File: src/rtl/vga_sync_gen.sv
// vga_sync_gen -- 640x480 @ 60 Hz VGA display timing generator.
//
// Runs on the 50 MHz board clock and makes the 25 MHz pixel rate as a
// one-cycle enable (pixel_tick, high every second clk cycle). Horizontal and
// vertical counters advance on clk edges where pixel_tick is high. Each sync
// and active-video flag is registered and loaded from a decode of the *next*
// counter values, so flags and counters change on the same edge.
//
// Ports:
//   clk          in   50 MHz system clock
//   reset        in   synchronous, active-high reset
//   pixel_tick   out  pixel-rate enable, toggles every clk cycle
//   hsync        out  horizontal sync, level SYNC_POL when asserted
//   vsync        out  vertical sync, level SYNC_POL when asserted
//   video_on     out  high while (pixel_x, pixel_y) is in the active area
//   pixel_x      out  horizontal counter, 0..H_TOTAL-1
//   pixel_y      out  vertical counter, 0..V_TOTAL-1
//   line_start   out  one-clk pulse when pixel_x becomes 0
//   frame_start  out  one-clk pulse when (pixel_x, pixel_y) becomes (0,0)
//
// Reset parks the counters on the last pixel of the frame, so the first
// advance after release lands on (0,0) and raises frame_start.

module vga_sync_gen #(
    parameter int unsigned H_DISPLAY = 640,
    parameter int unsigned H_FRONT   = 16,
    parameter int unsigned H_SYNC    = 96,
    parameter int unsigned H_BACK    = 48,
    parameter int unsigned V_DISPLAY = 480,
    parameter int unsigned V_FRONT   = 10,
    parameter int unsigned V_SYNC    = 2,
    parameter int unsigned V_BACK    = 33,
    parameter logic        SYNC_POL  = 1'b0
) (
    input  logic       clk,
    input  logic       reset,
    output logic       pixel_tick,
    output logic       hsync,
    output logic       vsync,
    output logic       video_on,
    output logic [9:0] pixel_x,
    output logic [9:0] pixel_y,
    output logic       line_start,
    output logic       frame_start
);

    localparam int unsigned H_TOTAL = H_DISPLAY + H_FRONT + H_SYNC + H_BACK;
    localparam int unsigned V_TOTAL = V_DISPLAY + V_FRONT + V_SYNC + V_BACK;

    localparam logic [9:0] H_LAST   = 10'(H_TOTAL - 1);
    localparam logic [9:0] V_LAST   = 10'(V_TOTAL - 1);
    localparam logic [9:0] H_ACT    = 10'(H_DISPLAY);
    localparam logic [9:0] V_ACT    = 10'(V_DISPLAY);
    localparam logic [9:0] HS_FIRST = 10'(H_DISPLAY + H_FRONT);
    localparam logic [9:0] HS_LAST  = 10'(H_DISPLAY + H_FRONT + H_SYNC - 1);
    localparam logic [9:0] VS_FIRST = 10'(V_DISPLAY + V_FRONT);
    localparam logic [9:0] VS_LAST  = 10'(V_DISPLAY + V_FRONT + V_SYNC - 1);

    logic       tick_q, tick_d;
    logic [9:0] x_q, x_d;
    logic [9:0] y_q, y_d;
    logic       hs_q, hs_d;
    logic       vs_q, vs_d;
    logic       vid_q, vid_d;
    logic       ls_q, ls_d;
    logic       fs_q, fs_d;

    logic       x_wrap;
    logic       y_wrap;
    logic [9:0] x_nxt;
    logic [9:0] y_nxt;

    always_comb begin
        x_wrap = (x_q == H_LAST);
        y_wrap = (y_q == V_LAST);
        x_nxt  = x_wrap ? 10'd0 : x_q + 10'd1;
        if (x_wrap) begin
            y_nxt = y_wrap ? 10'd0 : y_q + 10'd1;
        end else begin
            y_nxt = y_q;
        end

        // Hold everything between advances; the pulses last one clk only.
        tick_d = ~tick_q;
        x_d    = x_q;
        y_d    = y_q;
        hs_d   = hs_q;
        vs_d   = vs_q;
        vid_d  = vid_q;
        ls_d   = 1'b0;
        fs_d   = 1'b0;

        // tick_q high means this edge is an advancing edge; decode the
        // values the counters are about to take so flags carry no lag.
        if (tick_q) begin
            x_d   = x_nxt;
            y_d   = y_nxt;
            hs_d  = (x_nxt >= HS_FIRST && x_nxt <= HS_LAST) ? SYNC_POL : ~SYNC_POL;
            vs_d  = (y_nxt >= VS_FIRST && y_nxt <= VS_LAST) ? SYNC_POL : ~SYNC_POL;
            vid_d = (x_nxt < H_ACT) && (y_nxt < V_ACT);
            ls_d  = x_wrap;
            fs_d  = x_wrap && y_wrap;
        end
    end

    always_ff @(posedge clk) begin
        if (reset) begin
            tick_q <= 1'b0;
            x_q    <= H_LAST;
            y_q    <= V_LAST;
            hs_q   <= ~SYNC_POL;
            vs_q   <= ~SYNC_POL;
            vid_q  <= 1'b0;
            ls_q   <= 1'b0;
            fs_q   <= 1'b0;
        end else begin
            tick_q <= tick_d;
            x_q    <= x_d;
            y_q    <= y_d;
            hs_q   <= hs_d;
            vs_q   <= vs_d;
            vid_q  <= vid_d;
            ls_q   <= ls_d;
            fs_q   <= fs_d;
        end
    end

    assign pixel_tick  = tick_q;
    assign pixel_x     = x_q;
    assign pixel_y     = y_q;
    assign hsync       = hs_q;
    assign vsync       = vs_q;
    assign video_on    = vid_q;
    assign line_start  = ls_q;
    assign frame_start = fs_q;

endmodule

File: config.mk
export PLATFORM = sky130hd
export DESIGN_NAME = vga_sync_gen
export DESIGN_NICKNAME = d
export VERILOG_FILES = /design/src/rtl/vga_sync_gen.sv
export SDC_FILE = /design/constraint.sdc
export NUM_CORES = 1
export LEC_CHECK = 0
export ABC_AREA = 1
export CORE_UTILIZATION = 53
export DETAILED_ROUTE_END_ITERATION = 12
export PLACE_DENSITY = 0.82
export SLEW_MARGIN = 20
export SYNTH_ARGS = -nofsm -noshare
export SYNTH_HDL_FRONTEND = slang
export SYNTH_SLANG_ARGS = --single-unit
File: constraint.sdc
create_clock -name clk -period 4.88 [get_ports clk]
set_input_delay 0.976 -clock clk [delete_from_list [all_inputs] [get_ports clk]]
set_output_delay 0.976 -clock clk [all_outputs]
set_load 0.05 [all_outputs]
==> flow_metrics.tcl <==
set metrics [dict create \
    dpl_cell_area_um2 1760 \
    synthArstFlopShare_pct 0 \
    clock-root-buffer "clkbuf_4" \
    final_area_um2 1800 \
    crit_type "reg -> out" \
    start_util_pct 58.1 \
    path_max_fanout 9 \
    synth_area_um2 1480 \
    cp_top_family "buffers and inverters" \
    nNetsFinal 254 \
    setup_violations 0 \
    drive_gt1_share_pct 5.67 \
    clock_skew_ns 0.00143 \
    clk_pin_slew_worst_paths_ns 0.13 \
    route.detailed.drc 0 \
    synth_nets 226 \
    holdBufCountCts 0 \
    synth_cell_types 28 \
    die_width_um 54.8 \
    path_cells "clkdlybuf4s50_1" \
    setup.worst_path.start_class "flop" \
    grtUsageTotal_pct 25.6 \
    dr_total_vias 1459 \
    gp_congestion 0.898 \
    netlist_instances 220 \
    drv_cap 0 \
    mostFrequentLayoutCells "nand2_1 (48), inv_1 (37), clkdlybuf4s50_1 (27), dfxtp_1 (26), nor2_1 (25)" \
    synthFlopType "dfxtp_1" \
    register_area_um2 520 \
    cts_sinks 26 \
    wl_mm 3.35 \
    antenna_found_initial 0 \
    irDropWorstVdd_mv 0.234 \
    cp_slowest_cell "clkdlybuf4s50_1" \
    drv_slew 0 \
    relSlewSlack_pct 54.6 \
    status "complete, no violations" \
    die_y_um 54.8 \
    initialDrtViolationCount 52 \
    hold_class "reg -> reg" \
    grt_pass1_wl_mm 5.41 \
    detailed_place_hpwl_mm 2.52 \
    cts_htree_levels 1 \
    rsz0062_at_grt "false" \
    ys_ff_latch 26 \
    wl_per_cell_um 12.1 \
    cts_resized 0 \
    numPortBuffers 27 \
    yosys_warnings 0 \
    first_pass_iters 5 \
    cts_max_path_buffers 2 \
    grt_pass1_vias 1233 \
    slowest_delay_ns 0.86 \
    core_area_um2 2540 \
    ys_seq_area_share_pct 35.2 \
    p_per_area_nw_per_um2 346 \
    critPathRequiredTime_ns 3.90 \
    overflow 0 \
    syn_area_per_cell_um2 6.72 \
    period_needed_ns 2.68 \
    fillers 226 \
    clock_latency_ns 0.32 \
    multi_input_area_um2 791 \
    p_leak_nw 0.814 \
    fmax_mhz 373 \
    p_total_mw 0.622 \
    dp.cells 273 \
    worst_pin_slew_ns 0.679 \
    cts_inserted_buffers 3 \
    synth_edf_count 0 \
    grt_max_degree 16 \
    path_buf_inv 1 \
    crit_arrival_ns 1.70 \
    ios 28 \
    viasPerCell 5.27 \
    tns_ns 0 \
    antenna_left 0 \
    cts_setup_buffers 0 \
    area_delta_synth_final_pct 21.7 \
    end_kind "output pin" \
    die_area_um2 3000 \
    n_antenna_cell 0 \
    layout_commonest_cell "nand2_1" \
    final_cells 277 \
    num_rows 18 \
    finalHoldViolations 0 \
    fin_crit_sh_pct 54.9 \
    cts_tree "yes" \
]
-- final cells by class --
| class | instances | share of cell area [%] |
|---|---|---|
| Clock buffer | 4 | 2.02 |
| Inverter | 38 | 7.93 |
| Multi-Input combinational cell | 152 | 44.0 |
| Sequential cell | 26 | 28.9 |
| Tap cell | 30 | 2.09 |
| Timing Repair Buffer | 27 | 15.0 |
-- where the power goes --
part	switching, mW	internal (mW)	leakage (nW)	total (mW)
Clock	0.0616	0.0456	0.0210	0.107
Combinational	0.184	0.0787	0.581	0.263
Sequential	0.0225	0.230	0.212	0.252
-- flip-flops by register name, indices dropped and copies added (netlist names) --
register     flops
video_on         1
line_start       1
pixel_tick       1
hsync            1
pixel_y         10
pixel_x         10
vsync            1
frame_start      1
-- per-layer routing --
| metal | GRT usage, % | wire [um] | up-vias |
|---|---|---|---|
| met3 | 2.50 | 161 | 4 |
| met2 | 41.4 | 1610 | 48 |
| li1 | - | - | 766 |
| met1 | 34.2 | 1540 | 641 |
| met5 | 0 | 0 | - |
| met4 | 10.7 | 42 | 0 |
-- tightest hold or removal path, cell delays in order, from the launching register on --
cell,delay [ns]
dfxtp_1,0.34
nand2_1,0.06
nand2_1,0.05
-- Yosys cell counts (2+ instances only) --
| master | count | share of area (%) |
|---|---|---|
| a21oi_1 | 6 | 2.0 |
| a22oi_1 | 4 | 2.0 |
| clkbuf_1 | 2 | 0.51 |
| dfxtp_1 | 26 | 35 |
| ha_1 | 4 | 3.4 |
| inv_1 | 37 | 9.4 |
| nand2_1 | 48 | 12 |
| nand3_1 | 16 | 5.4 |
| nand4_1 | 6 | 2.5 |
| nor2_1 | 25 | 6.4 |
| nor2_2 | 2 | 0.85 |
| nor2_4 | 2 | 1.5 |
| nor3_1 | 5 | 1.7 |
| o21ai_0 | 14 | 4.7 |
| o21ai_2 | 2 | 1.2 |
| o22ai_1 | 6 | 2.5 |
| xnor2_1 | 2 | 1.2 |
| xor2_1 | 3 | 1.8 |
-- metrics by stage --
step / hold slack (ns) / util [%] / worst slack [ns]
5_1_grt: 0.532 / 70.6 / 2.12
4_1_cts: 0.487 / 70.6 / 2.18
3_5_place_dp: 0.450 / 69.2 / 2.09
6_report: 0.478 / 70.6 / 2.20
2_1_floorplan: 0.674 / - / 2.73
3_3_place_gp: 0.455 / 69.2 / 2.15
-- logic make-up (layout without fill, tap and decap cells) --
kind of cell / Yosys count / count (layout) / share of synthesized area, %
compound gates: 35 / 35 / 13.8
xor+xnor: 5 / 5 / 2.96
flops: 26 / 26 / 35.2
fa+ha+maj: 4 / 4 / 3.39
simple gates: 108 / 108 / 33.4
buf+inv: 42 / 69 / 11.3
-- worst paths after layout --
kind / from / endpoint / slack, ns / cells past startpoint
max: pixel_x[0]$_SDFFE_PP1P_ / pixel_x[0] / 2.20 / 1
min: video_on$_SDFFE_PP0P_ / video_on$_SDFFE_PP0P_ / 0.48 / 2
max reg2reg: pixel_x[0]$_SDFFE_PP1P_ / video_on$_SDFFE_PP0P_ / 2.65 / 11
min reg2reg: video_on$_SDFFE_PP0P_ / video_on$_SDFFE_PP0P_ / 0.48 / 2
(Power assumes the default switching activity.)
